===== src/rtl/fetch_queue_if.sv =====
// rtl/fetch_queue_if.sv - decode-side handshake bundle of the fetch queue
interface fetch_queue_if #(
    parameter int XLEN = 32
);
    logic            out_valid;
    logic            out_ready;
    logic [XLEN-1:0] out_pc;
    logic [XLEN-1:0] out_inst;

    modport master (
        output out_valid,
        output out_pc,
        output out_inst,
        input  out_ready
    );

    modport slave (
        input  out_valid,
        input  out_pc,
        input  out_inst,
        output out_ready
    );
endinterface


===== src/rtl/fetch_queue.sv =====
// rtl/fetch_queue.sv - PC owner and DEPTH-entry {pc, inst} buffer feeding decode
module fetch_queue #(
    parameter int              XLEN     = 32,
    parameter int              DEPTH    = 4,
    parameter logic [XLEN-1:0] RESET_PC = 32'h01000000
) (
    input  logic                       clock,
    input  logic                       reset,
    input  logic                       fetch_en,
    output logic [XLEN-1:0]            imem_addr,
    input  logic [XLEN-1:0]            imem_rdata,
    input  logic                       redirect_valid,
    input  logic [XLEN-1:0]            redirect_pc,
    fetch_queue_if.master              out_if,
    output logic [$clog2(DEPTH+1)-1:0] occupancy,
    output logic                       misalign_err
);
    localparam int PTR_W = $clog2(DEPTH);
    localparam int CNT_W = $clog2(DEPTH + 1);

    logic [XLEN-1:0]  pc_q;
    logic [PTR_W-1:0] wr_ptr;
    logic [PTR_W-1:0] rd_ptr;
    logic [CNT_W-1:0] count;
    logic             misalign_q;

    logic [XLEN-1:0]  mem_pc   [DEPTH];
    logic [XLEN-1:0]  mem_inst [DEPTH];

    logic             not_empty;
    logic             push;
    logic             pop;

    // Handshake decode: a redirect masks the head so decode never takes a wrong-path entry.
    always_comb begin
        not_empty        = (count != '0);
        out_if.out_valid = not_empty && !redirect_valid;
        out_if.out_pc    = not_empty ? mem_pc[rd_ptr]   : '0;
        out_if.out_inst  = not_empty ? mem_inst[rd_ptr] : '0;
        pop              = out_if.out_valid && out_if.out_ready;
        push             = fetch_en && !redirect_valid &&
                           ((count < CNT_W'(DEPTH)) || pop);
    end

    assign imem_addr    = pc_q;
    assign occupancy    = count;
    assign misalign_err = misalign_q;

    // Control state: redirect flushes and reloads the PC, otherwise push/pop bookkeeping.
    always_ff @(posedge clock or negedge reset) begin
        if (!reset) begin
            pc_q       <= RESET_PC;
            wr_ptr     <= '0;
            rd_ptr     <= '0;
            count      <= '0;
            misalign_q <= 1'b0;
        end else if (redirect_valid) begin
            pc_q       <= {redirect_pc[XLEN-1:2], 2'b00};
            wr_ptr     <= '0;
            rd_ptr     <= '0;
            count      <= '0;
            misalign_q <= misalign_q | (redirect_pc[1:0] != 2'b00);
        end else begin
            if (push) begin
                wr_ptr <= wr_ptr + PTR_W'(1);
                pc_q   <= pc_q + XLEN'(4);
            end
            if (pop) begin
                rd_ptr <= rd_ptr + PTR_W'(1);
            end
            if (push && !pop) begin
                count <= count + CNT_W'(1);
            end else if (!push && pop) begin
                count <= count - CNT_W'(1);
            end
        end
    end

    // Entry storage; never cleared, stale slots are unreachable once count is zero.
    always_ff @(posedge clock) begin
        if (push) begin
            mem_pc[wr_ptr]   <= pc_q;
            mem_inst[wr_ptr] <= imem_rdata;
        end
    end
endmodule


===== src/flat_wrapper.sv =====
// flat-port wrapper written by rule: the top's interface ports become plain ports
module fetch_queue_flat 
#(
    parameter int              XLEN     = 32,
    parameter int              DEPTH    = 4,
    parameter logic [XLEN-1:0] RESET_PC = 32'h01000000
)
  (clock, reset, fetch_en, imem_addr, imem_rdata, redirect_valid, redirect_pc, occupancy, misalign_err, out_if_out_valid, out_if_out_pc, out_if_out_inst, out_if_out_ready);
  fetch_queue_if #(.XLEN(XLEN)) out_if_i ();
  input  logic clock;
  input  logic reset;
  input  logic fetch_en;
  output logic [XLEN-1:0] imem_addr;
  input  logic [XLEN-1:0] imem_rdata;
  input  logic redirect_valid;
  input  logic [XLEN-1:0] redirect_pc;
  output logic [$clog2(DEPTH+1)-1:0] occupancy;
  output logic misalign_err;
  output wire logic [$bits(out_if_i.out_valid)-1:0] out_if_out_valid;
  output wire logic [$bits(out_if_i.out_pc)-1:0] out_if_out_pc;
  output wire logic [$bits(out_if_i.out_inst)-1:0] out_if_out_inst;
  input wire logic [$bits(out_if_i.out_ready)-1:0] out_if_out_ready;
  assign out_if_out_valid = out_if_i.out_valid;
  assign out_if_out_pc = out_if_i.out_pc;
  assign out_if_out_inst = out_if_i.out_inst;
  assign out_if_i.out_ready = out_if_out_ready;
  fetch_queue #(.XLEN(XLEN), .DEPTH(DEPTH), .RESET_PC(RESET_PC)) u_core (.clock(clock), .reset(reset), .fetch_en(fetch_en), .imem_addr(imem_addr), .imem_rdata(imem_rdata), .redirect_valid(redirect_valid), .redirect_pc(redirect_pc), .out_if(out_if_i), .occupancy(occupancy), .misalign_err(misalign_err));
endmodule

===== config.mk =====
export PLATFORM = sky130hd
export DESIGN_NAME = fetch_queue_flat
export DESIGN_NICKNAME = d
export VERILOG_FILES = /design/src/rtl/fetch_queue_if.sv /design/src/rtl/fetch_queue.sv /design/src/flat_wrapper.sv
export SDC_FILE = /design/constraint.sdc
export NUM_CORES = 1
export LEC_CHECK = 0
export ABC_AREA = 0
export CELL_PAD_IN_SITES_DETAIL_PLACEMENT = 1
export CELL_PAD_IN_SITES_GLOBAL_PLACEMENT = 2
export CORE_AREA = 10 10 183 185
export CTS_CLUSTER_DIAMETER = 60
export CTS_CLUSTER_SIZE = 40
export DETAILED_ROUTE_END_ITERATION = 12
export DIE_AREA = 0 0 193 195
export PLACE_DENSITY = 0.85
export SYNTH_ARGS = -nofsm -noshare
export SYNTH_HDL_FRONTEND = slang
export SYNTH_SLANG_ARGS = --single-unit

===== constraint.sdc =====
create_clock -name clock -period 3.7 [get_ports clock]
set_input_delay 0.37 -clock clock [delete_from_list [all_inputs] [get_ports clock]]
set_output_delay 0.37 -clock clock [all_outputs]
set_load 0.01 [all_outputs]

==> results.json, run 1 <==
{
  "run_status": "complete, but fails checks",
  "violations": "negative hold slack",
  "critPathRequiredTime_ns": 3.33,
  "p_per_area_nw_per_um2": 583,
  "skew_ns": 0.0258,
  "viasPerCell": 5.28,
  "postCtsSetupBuffers": 0,
  "antenna_cells": 0,
  "yosys.area.top_type": "edfxtp_1",
  "nets": 902,
  "syn_inst": 671,
  "avgSynthCellArea_sq_um": 17.6,
  "max_stage_delay_ns": 0.61,
  "synth_edf_count": 248,
  "crit_arrival_ns": 2.68,
  "cts_tree": "built",
  "cts_max_level": 1,
  "hp-class": "in -> async",
  "area_growth_pct": 23.3,
  "place_congestion": 0.729,
  "slew-limit-headroom_pct": 36.0,
  "cp-end-kind": "output pin",
  "finalCritPeriodShare_pct": 82.5,
  "portBuffers": 165,
  "clkTransAtPathRegs_ns": 0.09,
  "grt_max_degree": 65,
  "drtAntennaViolNets": 0,
  "final_util_pct": 48.5,
  "syn_area_sq_um": 11800,
  "clockRootBuffer": "clkbuf_16",
  "rsz0062_at_grt": "no",
  "grt_pass1_vias": 7039,
  "rows": 64,
  "grt_pass1_wl_um": 43000,
  "vias": 6527,
  "startpoint_type": "register",
  "seq_area_frac_synth_pct": 71.1,
  "setup_tns_ns": 0,
  "ys_top_cells_by_area": "edfxtp_1 63%, mux4_2 12%, dfrtp_1 7.8%, and2_1 3.7%, a31oi_1 0.90%",
  "power_uw": 8490,
  "nFillCells": 2843,
  "min_period_ns": 3.05,
  "maxCapViolations": 0,
  "die_h_um": 195,
  "ios": 170,
  "yosysWarnings": 0,
  "grt-ovfl-total": 0,
  "core_area_sq_um": 30000,
  "cts_buffers": 19,
  "dpl.hpwl_um": 18200,
  "drc": 0,
  "drt_iter0_markers": 406,
  "initial_core_util_pct": 39.4,
  "cts_resized": 0,
  "synth.distinct_cells": 46,
  "cts_hold_buf": 0,
  "drt-total-wl_um": 28100,
  "grt_antenna_before_repair": 0,
  "post_drt_wl_per_cell_um": 22.7,
  "clkLatencyLatePin_ns": 0.52,
  "die_w_um": 193,
  "cts.sinks": 286,
  "cpLargestDelayFamily": "buffers and inverters",
  "hold_violations": 4,
  "drv_slew": 0,
  "synth_top_area_share_pct": 63.0,
  "max_freq_ghz": 0.328,
  "crit_type": "reg -> out",
  "tightestPinTransition_ns": 0.960,
  "synth_flop_cell": "edfxtp_1",
  "cp.buffers_inverters": 2,
  "cts.path.max_buffers": 3,
  "grt_use_total_pct": 14.7,
  "layout_setup_ws_ns": 0.648,
  "timing.critical_path.cells": "buf_12 > mux4_2 > and2_1 > clkdlybuf4s50_1",
  "crit_slowest_cell": "mux4_2",
  "async_flop_share_pct": 13.3,
  "ys_ff_latch": 286,
  "ir_drop_mv": 0.276,
  "setup_viol": 0,
  "dr.pass1.iters": 4,
  "die-area_sq_um": 37600,
  "cp_max_fo": 64,
  "hold_ws_ns": -0.00333,
  "place_ws_ns": 0.605,
  "drive_gt1_share_pct": 14.6,
  "p_leak_uw": 0.00467
}
## registers in the layout (all words and copies together) (netlist names)
register             cells
u_core.wr_ptr            2
u_core.occupancy         3
u_core.imem_addr        30
u_core.mem_pc          120
u_core.mem_inst        128
u_core.rd_ptr            2
u_core.misalign_err      1
## cell families after synthesis
logic type                 Yosys count  share of synthesized area, %
muxes                               64                          12.0
AOI/OAI and AO/OA                   65                          3.70
DFF                                286                          71.1
other                                1                        0.0317
xor gates and xnor gates            11                         0.815
and+or+nand+nor                    185                          9.51
buffers and inverters               53                          2.19
adders and majority gates            6                         0.699
## power breakdown
part	total (uW)	switching [uW]	internal, uW
clock	2210	1180	1030
combinational	2390	1060	1340
sequential	3890	183	3710
total	8490	2420	6070
## placed cells by master, fill, tap and decap left out, drive strengths merged, types with 3 or more instances in the layout
cell type,instances
edfxtp,248
clkdlybuf4s50,164
and2,70
mux4,62
dfrtp,37
nand2,28
nor2,22
clkbuf,20
a31oi,17
inv,15
o21ai,14
or4,14
nand3,13
nand4,13
buf,13
o31ai,12
xor2,9
and4,8
and3,6
clkinv,6
ha,5
a211oi,4
o211ai,4
conb,4
nand2b,3
a21oi,3
nor3,3
o311ai,3
or3,3
## path summary, 6_finish.rpt
check / from / to / slack (ns) / depth (start not counted)
min in group clock: redirect_pc[5] / u_core.imem_addr[5] / 0.41 / 3
min: reset / u_core.misalign_err / -0.003 / 1
min reg2reg: u_core.misalign_err / u_core.misalign_err / 0.48 / 1
max: u_core.rd_ptr[0] / out_if_out_pc[16] / 0.65 / 4
max reg2reg: u_core.occupancy[2] / u_core.occupancy[1] / 1.23 / 8
max in group asynchronous: reset / u_core.rd_ptr[1] / 2.99 / 1
## cell type report
class                   instances  area, sq um  share of cell area, %
clock inverters                14          164                   1.13
flip-flops and latches        286         8410                   57.7
clock buffers                  20          479                   3.29
multi-input cells             335         3180                   21.8
well taps                     396          495                   3.40
repair buffers                177         1810                   12.4
inverters                       8         30.0                  0.206
## metrics by stage
stage	instance area [sq um]	instances
floorplan	11800	674
global placement	13900	1202
detailed placement	13900	1202
CTS	14600	1236
global route	14600	1236
finish	14600	1236
## synthesized netlist by cell type (all sizes together), types with 5 or more instances
master  number
and3         6
ha           5
a31oi       17
clkbuf      25
and4         8
buf         20
dfrtp       37
o21ai       14
mux4        62
or4         14
edfxtp     248
xor2         9
nand4       13
nand2       28
inv          8
nor2        22
nand3       13
and2        70
o31ai       12
## metal layers
metal,vias up,GRT usage [%],wire length [um]
met1,3350,20.0,12400
met4,0,2.68,354
met5,-,0,0
met2,172,23.5,13300
li1,2981,-,-
met3,24,3.69,2020
No activity file was read; power rests on OpenSTA's default activity.
==> inputs of run 2 (changes only) <==
==> constraint.sdc (replaced) <==
create_clock -name clock -period 3.16 [get_ports clock]
set_input_delay 0.316 -clock clock [delete_from_list [all_inputs] [get_ports clock]]
set_output_delay 0.316 -clock clock [all_outputs]
set_load 0.01 [all_outputs]
==> run 2 against run 1 <==
  * Clock skew is 0.0052 ns lower
  * Critical endpoint is now out_if_out_inst[19]
  * Die area is the same
  * Routed wire length grew 1.4%
  * Clock power grew 37%
  * Hold slack improved by 0.35 ns
  * Sequential power rose by 16%
  * The flow now finishes without violations
  * Global-route usage rose by 0.31 points
  * Flip-flop and latch count stayed put
  * Sequential share of layout area is 1.0 points lower
==> results.json, run 2 (synthesis results as in run 1) <==
{
  "r2r_end": "u_core.occupancy[1]",
  "setup_viol": 0,
  "post_drt_wl_per_cell_um": 22.8,
  "core_area_sq_um": 30000,
  "min_period_ns": 2.89,
  "drc": 0,
  "cts_max_level": 1,
  "maxCapViolations": 0,
  "highest-signal-layer": "met4",
  "p_leak_uw": 0.00480,
  "cts_resized": 0,
  "area_growth_pct": 25.5,
  "place_congestion": 0.717,
  "cts_buffers": 21,
  "clkLatencyLatePin_ns": 0.51,
  "grt_pass1_vias": 7192,
  "place_inst": 1213,
  "hp-class": "in -> reg",
  "max_stage_delay_ns": 0.53,
  "wl_met3_um": 1980,
  "die_h_um": 195,
  "crit_arrival_ns": 2.57,
  "grt_use_total_pct": 15.0,
  "cts_hold_buf": 1,
  "layout_common_cells": "248 x edfxtp_1, 164 x clkdlybuf4s50_1, 66 x and2_1, 62 x mux4_2, 35 x dfrtp_1",
  "crit_slowest_cell": "or3_2",
  "dr.pass1.iters": 4,
  "cts.path.max_buffers": 3,
  "cts.sinks": 286,
  "rows": 64,
  "setup_tns_ns": 0,
  "grt_pass1_wl_um": 44200,
  "cp-end-kind": "output pin",
  "clkTransAtPathRegs_ns": 0.10,
  "final_cell_count_no_fill": 1251,
  "nFillCells": 2818,
  "critPathRequiredTime_ns": 2.84,
  "critPathCapture": "out_if_out_inst[19]",
  "run_status": "completed",
  "rrSetupSlack_ns": 0.76,
  "multi_input_area_sq_um": 3180,
  "drtAntennaViolNets": 0,
  "reg2regPathDepth": 8,
  "largest_reg_flops": 128,
  "top_register": "u_core.mem_inst",
  "nets": 916,
  "startpoint": "u_core.occupancy[2]",
  "skew_ns": 0.0206,
  "drv_slew": 0,
  "die-area_sq_um": 37600,
  "hold_violations": 0,
  "cts_tree": "built",
  "postCtsSetupBuffers": 0,
  "drt-total-wl_um": 28500,
  "grt-ovfl-total": 0,
  "ir_drop_mv": 0.368,
  "grt_antenna_before_repair": 0,
  "p_per_area_nw_per_um2": 704,
  "antenna_cells": 0,
  "startpoint_type": "register",
  "rsz0062_at_grt": "no",
  "layout_commonest_cell": "edfxtp_1",
  "finalCritPeriodShare_pct": 91.4,
  "max_freq_ghz": 0.346,
  "grt_max_degree": 47,
  "initial_core_util_pct": 39.4,
  "portBuffers": 165,
  "worst_r2r_startpoint": "u_core.occupancy[2]",
  "tightestPinTransition_ns": 0.978,
  "crit_type": "reg -> out",
  "die_w_um": 193,
  "timing.critical_path.cells": "or3_2 > buf_4 > and2_1 > clkdlybuf4s50_1",
  "cp_max_fo": 46,
  "clockRootBuffer": "clkbuf_16",
  "drive_gt1_share_pct": 16.4,
  "ios": 170,
  "viasPerCell": 5.29,
  "slew-limit-headroom_pct": 34.8,
  "vias": 6615,
  "drt_iter0_markers": 362,
  "met1_length_um": 12500,
  "dpl.hpwl_um": 19100,
  "seqCellArea_sq_um": 8410,
  "route.met2.wl_um": 13700
}
==> run 2: metrics by stage <==
| stage | worst slack [ns] | hold slack [ns] | total power [uW] | cell area (sq um) | utilization, % |
|---|---|---|---|---|---|
| after detailed placement | 0.475 | 0.460 | 7600 | 14000 | 46.7 |
| after floorplan | 0.0449 | 0.0204 | 6100 | 11800 | - |
| after global routing | 0.129 | 0.347 | 11000 | 14800 | 49.4 |
| final | 0.271 | 0.346 | 10400 | 14800 | 49.4 |
| after global placement | 0.506 | 0.451 | 7560 | 14000 | 46.7 |
| after CTS | 0.226 | 0.323 | 10600 | 14800 | 49.4 |
==> run 2: layout make-up <==
type,instances,share of cell area [%]
inverters,8,0.202
repair buffers,189,13.0
multi-input cells,335,21.5
well taps,396,3.34
clock buffers,21,3.54
flip-flops and latches,286,56.7
clock inverters,16,1.77
==> run 2: metal layers <==
layer  up-vias  GRT usage (%)
met5         -              0
met4         0           2.37
met3        18           3.10
met2       180           24.0
met1      3417           21.0
li1       3000              -
==> run 2: worst min path at each step <==
stage | start | end | depth (start not counted)
after floorplan | reset | u_core.imem_addr[10] | 0
after global routing | redirect_pc[24] | u_core.imem_addr[24] | 3
after detailed placement | u_core.misalign_err | u_core.misalign_err | 1
after global placement | u_core.misalign_err | u_core.misalign_err | 1
after CTS | redirect_pc[24] | u_core.imem_addr[24] | 3
final | redirect_pc[24] | u_core.imem_addr[24] | 3
==> run 2: critical path, delay by kind of cell, from the launching register on <==
kind	cells	cell delay, ns
buf+inv	2	0.75
flops	1	0.52
simple gates	2	0.75
==> run 2: power by group <==
group          internal [uW]  switching, uW  total [uW]
combinational           1610           1280        2890
clock                   1520           1500        3020
sequential              4340            194        4530
total                   7470           2970       10400
==> inputs of run 3 (changes only) <==
--- a/config.mk
+++ b/config.mk
@@ -13,6 +13,7 @@
 export CTS_CLUSTER_SIZE = 40
 export DETAILED_ROUTE_END_ITERATION = 12
 export DIE_AREA = 0 0 193 195
+export GPL_ROUTABILITY_DRIVEN = 0
 export PLACE_DENSITY = 0.85
 export SYNTH_ARGS = -nofsm -noshare
 export SYNTH_HDL_FRONTEND = slang
==> results of run 3 <==
Final layout, timing and power as in run 2 (identical DEF).
